===== config.mk =====
export PLATFORM = sky130hd
export DESIGN_NAME = s15611_line_packer
export DESIGN_NICKNAME = d
export VERILOG_FILES = /design/src/rtl/s15611_pkg.sv /design/src/rtl/s15611_line_ram.sv /design/src/rtl/s15611_line_packer.sv
export SDC_FILE = /design/constraint.sdc
export NUM_CORES = 2
export LEC_CHECK = 0
export CAP_MARGIN = 20
export CORE_ASPECT_RATIO = 1.2
export CORE_MARGIN = 5
export CORE_UTILIZATION = 40
export CTS_CLUSTER_DIAMETER = 60
export DETAILED_ROUTE_END_ITERATION = 12
export GPL_ROUTABILITY_DRIVEN = 0
export SETUP_SLACK_MARGIN = 0.3
export SYNTH_ARGS = -nofsm -noshare
export SYNTH_HDL_FRONTEND = slang
export SYNTH_SLANG_ARGS = --single-unit
export TNS_END_PERCENT = 30

===== constraint.sdc =====
create_clock -name master_clock -period 4.6 [get_ports master_clock]
set_input_delay 0.92 -clock master_clock [delete_from_list [all_inputs] [get_ports master_clock]]
set_output_delay 0.92 -clock master_clock [all_outputs]
set_load 0.01 [all_outputs]

===== src/rtl/s15611_pkg.sv =====
// Shared constants and state encodings for the s15611 line packer.
package s15611_pkg;

  localparam int unsigned DEF_PIX_W = 12;
  localparam int unsigned IDX_W     = 10;

  typedef enum logic [1:0] {
    BUF_FREE,
    BUF_FILLING,
    BUF_FULL,
    BUF_DRAINING
  } buf_state_t;

  typedef enum logic {
    WR_IDLE,
    WR_FILL
  } wr_state_t;

  typedef enum logic {
    RD_IDLE,
    RD_RUN
  } rd_state_t;

endpackage


===== src/rtl/s15611_line_ram.sv =====
// Simple dual-port line RAM: one write port, one registered read port.
// The address MSB selects the ping-pong buffer; storage is not reset.
module s15611_line_ram
  import s15611_pkg::*;
#(
  parameter int unsigned DATA_W = DEF_PIX_W,
  parameter int unsigned ADDR_W = 8
) (
  input  logic              clk,
  input  logic              we,
  input  logic [ADDR_W-1:0] waddr,
  input  logic [DATA_W-1:0] wdata,
  input  logic              re,
  input  logic [ADDR_W-1:0] raddr,
  output logic [DATA_W-1:0] rdata
);

  logic [DATA_W-1:0] mem_q [2**ADDR_W];
  logic [DATA_W-1:0] rdata_q;

  always_ff @(posedge clk) begin
    if (we) mem_q[waddr] <= wdata;
    if (re) rdata_q <= mem_q[raddr];
  end

  assign rdata = rdata_q;

endmodule


===== src/rtl/s15611_line_packer.sv =====
// Assembles driver pixel lines into a ping-pong RAM and streams each complete
// line, dark-offset corrected, as an AXI4-Stream packet.
module s15611_line_packer
  import s15611_pkg::*;
#(
  parameter int unsigned NUMBER_OF_PIXEL = 128,
  parameter int unsigned PIX_W           = DEF_PIX_W,
  parameter int unsigned TDATA_W         = 16
) (
  input  logic               master_clock,
  input  logic               resetn,
  input  logic [PIX_W-1:0]   pix_data,
  input  logic [IDX_W-1:0]   pix_index,
  input  logic               pix_valid,
  input  logic               enable,
  input  logic [PIX_W-1:0]   dark_offset,
  output logic [TDATA_W-1:0] m_axis_tdata,
  output logic               m_axis_tvalid,
  input  logic               m_axis_tready,
  output logic               m_axis_tlast,
  output logic               m_axis_tuser,
  output logic [15:0]        line_count,
  output logic [15:0]        drop_count
);

  localparam int unsigned AW_I = $clog2(NUMBER_OF_PIXEL);
  localparam int unsigned AW   = AW_I + 1;
  localparam logic [IDX_W-1:0] LAST_IDX = IDX_W'(NUMBER_OF_PIXEL - 1);

  wr_state_t         wr_state_q, wr_state_d;
  logic              wr_buf_q, wr_buf_d;
  logic [IDX_W-1:0]  wr_exp_q, wr_exp_d;
  buf_state_t        buf_q [2];
  buf_state_t        buf_d [2];
  logic              rd_ptr_q, rd_ptr_d;
  rd_state_t         rd_state_q, rd_state_d;
  logic              rd_buf_q, rd_buf_d;
  logic [IDX_W-1:0]  rd_idx_q, rd_idx_d;
  logic [PIX_W-1:0]  offset_q, offset_d;
  logic              rvalid_q, rvalid_d, rlast_q, rlast_d, ruser_q, ruser_d, rbuf_q, rbuf_d;
  logic [1:0]        out_cnt_q, out_cnt_d;
  logic [TDATA_W-1:0] e0_data_q, e0_data_d, e1_data_q, e1_data_d;
  logic              e0_last_q, e0_last_d, e0_user_q, e0_user_d, e0_buf_q, e0_buf_d;
  logic              e1_last_q, e1_last_d, e1_user_q, e1_user_d, e1_buf_q, e1_buf_d;
  logic [15:0]       line_count_q, line_count_d, drop_count_q, drop_count_d;

  logic              wr_claim, claim_buf, wr_done, wr_abort, drop_inc;
  logic              rd_start, rd_sel, any_full, can_issue, pop, push, release_buf;
  logic [2:0]        occ;
  logic              ram_we, ram_re;
  logic [AW-1:0]     ram_waddr, ram_raddr;
  logic [PIX_W-1:0]  ram_rdata, corr;
  logic [TDATA_W-1:0] push_data;

  s15611_line_ram #(
    .DATA_W (PIX_W),
    .ADDR_W (AW)
  ) u_ram (
    .clk   (master_clock),
    .we    (ram_we),
    .waddr (ram_waddr),
    .wdata (pix_data),
    .re    (ram_re),
    .raddr (ram_raddr),
    .rdata (ram_rdata)
  );

  // Write side: claim a free buffer on index 0, then demand strictly in-order indices.
  always_comb begin
    wr_state_d = wr_state_q;
    wr_buf_d   = wr_buf_q;
    wr_exp_d   = wr_exp_q;
    wr_claim   = 1'b0;
    claim_buf  = 1'b0;
    wr_done    = 1'b0;
    wr_abort   = 1'b0;
    drop_inc   = 1'b0;
    ram_we     = 1'b0;
    rd_ptr_d   = rd_ptr_q;
    case (wr_state_q)
      WR_IDLE: begin
        if (pix_valid && enable && pix_index == '0) begin
          if (buf_q[0] == BUF_FREE || buf_q[1] == BUF_FREE) begin
            wr_claim   = 1'b1;
            claim_buf  = (buf_q[0] != BUF_FREE);
            wr_buf_d   = claim_buf;
            ram_we     = 1'b1;
            wr_exp_d   = IDX_W'(1);
            wr_state_d = WR_FILL;
          end else begin
            drop_inc = 1'b1;
          end
        end
      end
      default: begin
        if (!enable) begin
          wr_abort   = 1'b1;
          wr_state_d = WR_IDLE;
        end else if (pix_valid) begin
          if (pix_index == '0) begin
            drop_inc = 1'b1;
            ram_we   = 1'b1;
            wr_exp_d = IDX_W'(1);
          end else if (pix_index == wr_exp_q) begin
            ram_we = 1'b1;
            if (pix_index == LAST_IDX) begin
              wr_done    = 1'b1;
              wr_state_d = WR_IDLE;
              if (buf_q[~wr_buf_q] != BUF_FULL) rd_ptr_d = wr_buf_q;
            end else begin
              wr_exp_d = wr_exp_q + IDX_W'(1);
            end
          end else begin
            drop_inc   = 1'b1;
            wr_abort   = 1'b1;
            wr_state_d = WR_IDLE;
          end
        end
      end
    endcase
    ram_waddr = {wr_buf_d, pix_index[AW_I-1:0]};
  end

  assign pop       = (out_cnt_q != 2'd0) && m_axis_tready;
  assign push      = rvalid_q;
  // Reads are only issued when the skid stage is guaranteed room for the result.
  assign occ       = {1'b0, out_cnt_q} + {2'b00, rvalid_q} - {2'b00, pop};
  assign can_issue = (occ < 3'd2);
  assign any_full  = (buf_q[0] == BUF_FULL) || (buf_q[1] == BUF_FULL);
  assign rd_sel    = (buf_q[0] == BUF_FULL && buf_q[1] == BUF_FULL) ? rd_ptr_q
                                                                    : (buf_q[1] == BUF_FULL);

  always_comb begin
    rd_state_d = rd_state_q;
    rd_buf_d   = rd_buf_q;
    rd_idx_d   = rd_idx_q;
    offset_d   = offset_q;
    rd_start   = 1'b0;
    ram_re     = 1'b0;
    ram_raddr  = {rd_buf_q, rd_idx_q[AW_I-1:0]};
    rvalid_d   = 1'b0;
    rlast_d    = 1'b0;
    ruser_d    = 1'b0;
    rbuf_d     = rd_buf_q;
    case (rd_state_q)
      RD_IDLE: begin
        if (any_full && can_issue) begin
          rd_start   = 1'b1;
          rd_buf_d   = rd_sel;
          offset_d   = dark_offset;
          ram_re     = 1'b1;
          ram_raddr  = {rd_sel, {AW_I{1'b0}}};
          rvalid_d   = 1'b1;
          ruser_d    = 1'b1;
          rbuf_d     = rd_sel;
          rd_idx_d   = IDX_W'(1);
          rd_state_d = RD_RUN;
        end
      end
      default: begin
        if (can_issue) begin
          ram_re   = 1'b1;
          rvalid_d = 1'b1;
          rlast_d  = (rd_idx_q == LAST_IDX);
          if (rd_idx_q == LAST_IDX) rd_state_d = RD_IDLE;
          else rd_idx_d = rd_idx_q + IDX_W'(1);
        end
      end
    endcase
  end

  assign corr      = (ram_rdata >= offset_q) ? ram_rdata - offset_q : '0;
  assign push_data = TDATA_W'(corr);

  always_comb begin
    e0_data_d = e0_data_q; e0_last_d = e0_last_q; e0_user_d = e0_user_q; e0_buf_d = e0_buf_q;
    e1_data_d = e1_data_q; e1_last_d = e1_last_q; e1_user_d = e1_user_q; e1_buf_d = e1_buf_q;
    out_cnt_d = out_cnt_q + {1'b0, push} - {1'b0, pop};
    if (pop && out_cnt_q == 2'd2) begin
      e0_data_d = e1_data_q; e0_last_d = e1_last_q; e0_user_d = e1_user_q; e0_buf_d = e1_buf_q;
    end
    if (push) begin
      if (out_cnt_q == 2'd0 || (pop && out_cnt_q == 2'd1)) begin
        e0_data_d = push_data; e0_last_d = rlast_q; e0_user_d = ruser_q; e0_buf_d = rbuf_q;
      end else begin
        e1_data_d = push_data; e1_last_d = rlast_q; e1_user_d = ruser_q; e1_buf_d = rbuf_q;
      end
    end
    release_buf  = pop && e0_last_q;
    line_count_d = line_count_q + {15'd0, release_buf};
    drop_count_d = (drop_inc && drop_count_q != '1) ? drop_count_q + 16'd1 : drop_count_q;
  end

  always_comb begin
    buf_d[0] = buf_q[0];
    buf_d[1] = buf_q[1];
    if (wr_claim)    buf_d[claim_buf] = BUF_FILLING;
    if (wr_done)     buf_d[wr_buf_q]  = BUF_FULL;
    if (wr_abort)    buf_d[wr_buf_q]  = BUF_FREE;
    if (rd_start)    buf_d[rd_sel]    = BUF_DRAINING;
    if (release_buf) buf_d[e0_buf_q]  = BUF_FREE;
  end

  always_ff @(posedge master_clock or negedge resetn) begin
    if (!resetn) begin
      wr_state_q <= WR_IDLE;   wr_buf_q <= 1'b0;  wr_exp_q <= '0;
      buf_q[0]   <= BUF_FREE;  buf_q[1] <= BUF_FREE;
      rd_ptr_q   <= 1'b0;      rd_state_q <= RD_IDLE;
      rd_buf_q   <= 1'b0;      rd_idx_q <= '0;    offset_q <= '0;
      rvalid_q   <= 1'b0;      rlast_q <= 1'b0;   ruser_q <= 1'b0;  rbuf_q <= 1'b0;
      out_cnt_q  <= '0;
      e0_data_q  <= '0; e0_last_q <= 1'b0; e0_user_q <= 1'b0; e0_buf_q <= 1'b0;
      e1_data_q  <= '0; e1_last_q <= 1'b0; e1_user_q <= 1'b0; e1_buf_q <= 1'b0;
      line_count_q <= '0;      drop_count_q <= '0;
    end else begin
      wr_state_q <= wr_state_d; wr_buf_q <= wr_buf_d; wr_exp_q <= wr_exp_d;
      buf_q[0]   <= buf_d[0];   buf_q[1] <= buf_d[1];
      rd_ptr_q   <= rd_ptr_d;   rd_state_q <= rd_state_d;
      rd_buf_q   <= rd_buf_d;   rd_idx_q <= rd_idx_d; offset_q <= offset_d;
      rvalid_q   <= rvalid_d;   rlast_q <= rlast_d; ruser_q <= ruser_d; rbuf_q <= rbuf_d;
      out_cnt_q  <= out_cnt_d;
      e0_data_q  <= e0_data_d; e0_last_q <= e0_last_d; e0_user_q <= e0_user_d; e0_buf_q <= e0_buf_d;
      e1_data_q  <= e1_data_d; e1_last_q <= e1_last_d; e1_user_q <= e1_user_d; e1_buf_q <= e1_buf_d;
      line_count_q <= line_count_d; drop_count_q <= drop_count_d;
    end
  end

  assign m_axis_tvalid = (out_cnt_q != 2'd0);
  assign m_axis_tdata  = e0_data_q;
  assign m_axis_tlast  = e0_last_q;
  assign m_axis_tuser  = e0_user_q;
  assign line_count    = line_count_q;
  assign drop_count    = drop_count_q;

endmodule

; Yosys cells after proc, flatten, opt, wreduce, memory -nomap -nowiden
; Memories as Yosys holds them, arrays and structs flattened. A register that Yosys moved wholly into a read port is not among the register bits.
; Cells that the tools add are included.
[word_totals]
out_inout_bits = 51
reg_bits = 112
ram_bits = 3072
mem_bits_ro = 0
mem_count = 1
latchBits = 0
input_bits = 39
[mem_list]
columns = memory, depth, width, rd, rd_clocked_by_memory_dff, wr, line_no
row1 = u_ram.mem_q, 256, 12, 1, 1, 1, s15611_line_ram.sv:18  ; logic [DATA_W-1:0] mem_q [2**ADDR_W];
[op_classes]
div = 0
mul = 0
n_reduce_logical = 30
bitwise = 20
n_mux = 92
n_lt_le_gt_ge = 11
shifts = 0
eq_ne = 15
add_sub_neg = 9
[op_table]
columns = cell, n
row1 = 10-bit 2-to-1 mux, 12
row2 = 1-bit 2-to-1 mux, 58
row3 = 16-bit 2-to-1 mux, 3
row4 = 10-bit by 1-bit adder with 10-bit output (second input constant), 2
row5 = 10-bit by 7-bit == test with 1-bit output (second input constant), 2
row6 = 4-bit 2-to-1 mux, 5
row7 = 16-bit by 1-bit adder with 16-bit output, 1
row8 = 16-bit by 1-bit adder with 16-bit output (second input constant), 1
row9 = 8-bit 2-to-1 mux, 2
row10 = 16-bit inequality test (second input constant), 1
row11 = 2-bit 2-to-1 mux, 7
row12 = 1-bit logical AND, 13
row13 = 12-bit >= comparator, 1
row14 = 12-bit 2-to-1 mux, 1
row15 = 12-bit subtractor, 1
row16 = 10-bit == test, 1
row17 = 2-bit >= comparator (second input constant), 5
row18 = 10-bit zero test, 1
row19 = 1-bit NOT with 2-bit output, 5
row20 = 2-bit nonzero test, 5
row21 = 4-bit AND, 2
row22 = 2-bit demux with 1-bit select, 4
row23 = 2-bit by 1-bit less-than comparator with 1-bit output (second input constant), 4
row24 = 2-bit inequality test (second input constant), 4
row25 = other kinds (22), 36

; Longest topological paths before layout
[depth]
word_depth = 21
depth_mapped = 19

; By module
; Synthesis repeated with hierarchy kept, for this count alone.
[unflattened]
cells_unflattened = 6127
hier_area_um2 = 124767.2
[by_module_without_submodules]
columns = module, cells_each, area_each_um2, n_inst, seq_area_each_um2
row1 = s15611_line_ram, 5506, 118752.6, 1, 92608.8
row2 = s15611_line_packer, 621, 6014.5, 1, 2802.7

; Least setup slack after synthesis
; Ideal clock, no wire load.
[synth_path]
path_type = input port to flip-flop
from = input m_axis_tready
to = register u_ram.rdata_q[6] (netlist: u_ram.rdata[6]), read port of u_ram.mem_q (data pin)
t_arrival_ps = 3893
path_slack_ps = 432
path_stages = 17
path_buffers = 4
t_required_ps = 4325
path_cell_list = nand2_1 xnor2_1 ha_1 inv_1 fa_1 nor2b_1 o211ai_4 inv_4 buf_6 buf_4 buf_4 buf_4 o32ai_1 a221oi_1 a31oi_1 a2111oi_0 o31ai_1
[synth_via]
elab_chain_cells = 6
elab_cells_between_ends = 9
[synth_rtl]
columns = element, line_no
row1 = start: declaration, s15611_line_packer.sv:19  ; input logic m_axis_tready,
row2 = 1-bit logical AND *, s15611_line_packer.sv:124  ; assign pop = (out_cnt_q != 2'd0) && m_axis_tready;
row3 = 3-bit by 1-bit subtractor with 3-bit output *, s15611_line_packer.sv:127  ; assign occ = {1'b0, out_cnt_q} + {2'b00, rvalid_q} - {2'b00, pop};
row4 = 3-bit by 2-bit less-than comparator with 1-bit output *, s15611_line_packer.sv:128  ; assign can_issue = (occ < 3'd2);
row5 = 1-bit logical AND, s15611_line_packer.sv:147  ; if (any_full && can_issue) begin
row6 = 8-bit 2-to-1 mux or 1-bit 2-to-1 mux (tied branches), s15611_line_packer.sv:147
row7 = 8-bit 2-to-1 mux or 1-bit 2-to-1 mux (tied branches), s15611_line_packer.sv:145  ; case (rd_state_q)
row8 = end: declaration, s15611_line_ram.sv:19  ; logic [DATA_W-1:0] rdata_q;
; Mark *: on every way between the ends. The rest lies on a longest branch, timed or not.
; A chain may end at the register's enable or synchronous reset.

; Worst setup path in the final report
[layout_path]
from = register out_cnt_q[0]
to = register u_ram.rdata_q[7] (netlist: u_ram.rdata[7]), read port of u_ram.mem_q (data pin)
[layout_via]
elab_chain_cells = 7
elab_cells_between_ends = 11
[layout_rtl]
columns = element, line_no
row1 = start: declaration, s15611_line_packer.sv:41  ; logic [1:0] out_cnt_q, out_cnt_d;
row2 = start signal: assignment, s15611_line_packer.sv:221  ; out_cnt_q <= out_cnt_d;
row3 = "parallel branches: the longest is 2 deep, another holds 2-bit by 1-bit adder with 3-bit output", n/a
row4 = 3-bit by 1-bit subtractor with 3-bit output *, s15611_line_packer.sv:127
row5 = 3-bit by 2-bit less-than comparator with 1-bit output *, s15611_line_packer.sv:128
row6 = 1-bit logical AND, s15611_line_packer.sv:147
row7 = 8-bit 2-to-1 mux or 1-bit 2-to-1 mux (tied branches), s15611_line_packer.sv:147
row8 = 8-bit 2-to-1 mux or 1-bit 2-to-1 mux (tied branches), s15611_line_packer.sv:145
; Mark *: on every way between the ends.

==> impl_summary.md <==
Routing
For this run, the detailed router's first-pass iteration total came to 8. In this run, the number of DRC markers left after iteration 0 of detailed routing was 12,900. Across all layers, the routed design uses 84,800 vias. Dividing the detail-routed wire length by the instance count gives 33.7 um. The post-detailed-route DRC marker count is 0. The number of nets with antenna violations after routing is 0. The via density per instance is 6.17. The post-detailed-routing wire length is 464,000 um.

Place
The pre-CTS worst setup slack is -1.39 ns. The placed wire-length estimate after detailed placement is 294,000 um. The number of input and output port buffers inserted is 89.

Timing
Setup violations remaining at the end of the flow were counted as 2. The number of pins exceeding their max-slew limit in the final report is 0. After layout, the minimum clock period comes to 4.63 ns. In the post-route analysis, the smallest setup slack over all paths is -0.0305 ns. Hold is met by 0.408 ns. The fraction of the cycle the final worst path needs is 101%. The headroom to the max-slew limit is 27.9%. The number of failing hold endpoints at the final stage is 0. The clock arrives with 0.0699 ns of skew. The actual transition at the worst max-transition pin is 1.08 ns. Setup repair after global routing could not meet its margin everywhere. Based on the critical path, the design can be clocked at up to 216 MHz.

GRT
The global-route wire length before repair is 638,000 um. The number of antenna violations at the first check in global routing came to 31. Entering global routing, the biggest net connects 109 pins. The combined global-route utilization of all metal layers is 26.9%. The overall overflow remaining after global route is 0. The via count of the first global-routing pass is 81,300.

Critical path
The category of the most critical setup path is reg -> reg. The arrival time of the worst setup path is 5.41 ns. The largest fanout on the critical path is 8.

The logic depth of the worst register-to-register path is 23. The critical path startpoint category is a register. The required time at the endpoint of the critical path is 5.38 ns. The worst setup path is captured at a register.

Clocking
The number of buffers added by the clock tree synthesis step is 311. The H-tree was split into 5 levels. The root buffer cell chosen for the clock tree is sky130_fd_sc_hd__clkbuf_16. No sink is reached through more buffers than the 4 on the longest clock path. The clock-pin transition on the worst setup and hold timing paths is 0.06 ns. The insertion delay to the later sink of the worst-skew pair is 0.91 ns. Counting every sink on the clock net gives 3,196.

The TritonCTS clock tree is done.

Floorplanning
The die footprint is 333,000 sq um. The starting density of the core is 40.1%. The placeable core region is 321,000 sq um. The floorplan step set the die width to 528 um. The floorplan has 228 rows. For this design the top-level I/O count stands at 90.

The floorplan step set the die height to 631 um.

Synth
For this run, the register share of the synthesized area comes to 74.2%. The number of different library cells used by synthesis comes to 87. For this run, asynchronously set or reset flops after synthesis account for 3.50%. In this run, synthesis produced a sequential element count of 3,196. The count of synthesis-stage warnings from yosys is 0. The number of nets handed over by synthesis was 8,211.

The area of the mapped netlist is 129,000 sq um. Counting every instance in the synthesized netlist gives 8,152. A synthesized cell averages 15.8 sq um.

The number of enable flip-flop cells after synthesis is 3,084. The most used flip-flop cell after synthesis is sky130_fd_sc_hd__edfxtp_1.

Power
The analysis attributes to cell leakage a power of 0.0540 uW. In this run the power density over the cells is 602 nW/um^2. VDD sags by at most 0.401 mV.

Final layout
The most frequent standard cell in the layout excluding fill and tap cells is sky130_fd_sc_hd__edfxtp_1. In the final design database the tool counted 9,307 nets. The share of layout cells above drive strength 1 is 24.5%.

The area growth from synthesis to layout is 21.4%. In the layout the commonest cells are 3,084 x sky130_fd_sc_hd__edfxtp_1, 1,032 x sky130_fd_sc_hd__buf_4, 568 x sky130_fd_sc_hd__mux2i_1.

Worst hold path
The classification of the worst-slack hold path is in -> async.

Run
Across the run, the number of max-cap violations was 0.

Outcome
The run finished, with violations left. The final reports fail on setup timing.
## registers in the layout, indices dropped and copies added (netlist names), 10 cells and up
name,count
line_count,16
m_axis_tdata,16
rd_idx_q,10
drop_count,16
offset_q,12
e1_data_q,12
u_ram.rdata,12
wr_exp_q,10
u_ram.mem_q,3072
## cell type report
type | count | area [sq um]
Inverter | 84 | 354
Antenna cell | 18 | 45.0
Clock inverter | 165 | 1710
Tap cell | 4255 | 5320
Clock buffer | 387 | 8350
Multi-Input combinational cell | 4288 | 31500
Sequential cell | 3196 | 95400
Timing Repair Buffer | 1367 | 13400
Fill cell | 26800 | 165000
## where the power goes
part,switching [uW],internal (uW),leakage (uW)
logic,22200,13200,0.0199
clock network,11000,14800,0.00492
registers,563,32200,0.0292
## routing by layer
layer / part of all wire [%] / GRT usage (%) / up-vias
li1: - / - / 34600
met1: 36 / 34.5 / 42800
met2: 45 / 40.8 / 6080
met3: 12 / 6.23 / 1393
met4: 8.2 / 18.1 / 12
met5: 0.016 / 0 / -
## per-stage QoR
stage	cell area (sq um)	power, uW	std cells	setup TNS [ns]	utilization (%)
2_1_floorplan	129000	48000	8152	0	-
3_5_place_dp	144000	65400	13100	-14.41	44.8
3_3_place_gp	144000	65200	13100	-16.41	44.8
4_1_cts	155000	92500	13700	-0.226	48.4
5_1_grt	156000	96000	13700	-0.608	48.6
6_report	156000	94000	13800	-0.0577	48.7
## final timing paths
kind                                startpoint         endpoint  slack, ns
min in group master_clock       line_count[15]   line_count[15]       0.47
worst max-delay path              out_cnt_q[0]   u_ram.rdata[7]      -0.03
worst max register to register    out_cnt_q[0]   u_ram.rdata[7]      -0.03
worst min-delay path                    resetn     m_axis_tuser       0.41
worst min register to register  line_count[15]   line_count[15]       0.47
max in group asynchronous               resetn  m_axis_tdata[6]       3.09
## cells in the mapped netlist, drive strengths merged, types with 97 or more instances
cell | instances | area share (%)
edfxtp | 3084 | 72
mux2i | 568 | 4.4
nor2 | 560 | 1.7
a21oi | 429 | 1.7
o21ai | 423 | 1.6
buf | 371 | 1.4
nand2 | 353 | 1.0
mux2 | 316 | 2.8
o221ai | 232 | 1.6
clkbuf | 213 | 0.62
o22ai | 132 | 0.64
dfrtp | 112 | 2.2
o211ai | 101 | 0.60
a211oi | 97 | 0.57
nand3 | 97 | 0.38
## kinds of logic after synthesis
kind of cell             Yosys count  synth area share [%]
AND/OR/NAND/NOR                 1333                  4.58
AO/OA/AOI/OAI                   1940                  10.2
buffers and inverters            668                  2.29
multiplexers                     938                  8.14
XOR/XNOR                          57                 0.394
flip-flops                      3196                  74.2
adder cells (fa/ha/maj)           20                 0.206
## timing repair
item	CTS	global route
gates cloned	6	4
endpoints found under the hold margin	0	10
pin swaps	57	38
endpoints found under the setup margin	12	12
hold buffers	0	1
resized for setup	235	71
setup buffers	31	25
## worst max-delay path, stage by stage (launching register included)
cell and delay (ns):
sky130_fd_sc_hd__dfrtp_1 0.37, sky130_fd_sc_hd__or2_4 0.27, sky130_fd_sc_hd__nand2_4 0.08, sky130_fd_sc_hd__xnor2_2 0.11, sky130_fd_sc_hd__ha_2 0.19, sky130_fd_sc_hd__inv_2 0.04
sky130_fd_sc_hd__fa_1 0.52, sky130_fd_sc_hd__nor2b_4 0.15, sky130_fd_sc_hd__buf_6 0.11, sky130_fd_sc_hd__o211ai_4 0.13, sky130_fd_sc_hd__buf_12 0.20, sky130_fd_sc_hd__clkinv_16 0.08
sky130_fd_sc_hd__buf_12 0.13, sky130_fd_sc_hd__nor2_4 0.06, sky130_fd_sc_hd__buf_12 0.16, sky130_fd_sc_hd__buf_12 0.15, sky130_fd_sc_hd__buf_12 0.14, sky130_fd_sc_hd__buf_6 0.12
sky130_fd_sc_hd__a22oi_2 0.14, sky130_fd_sc_hd__o21a_1 0.22, sky130_fd_sc_hd__o21ai_1 0.09, sky130_fd_sc_hd__buf_4 0.18, sky130_fd_sc_hd__a222oi_1 0.62, sky130_fd_sc_hd__a211o_1 0.22
No activity file was read; power rests on OpenSTA's default activity.
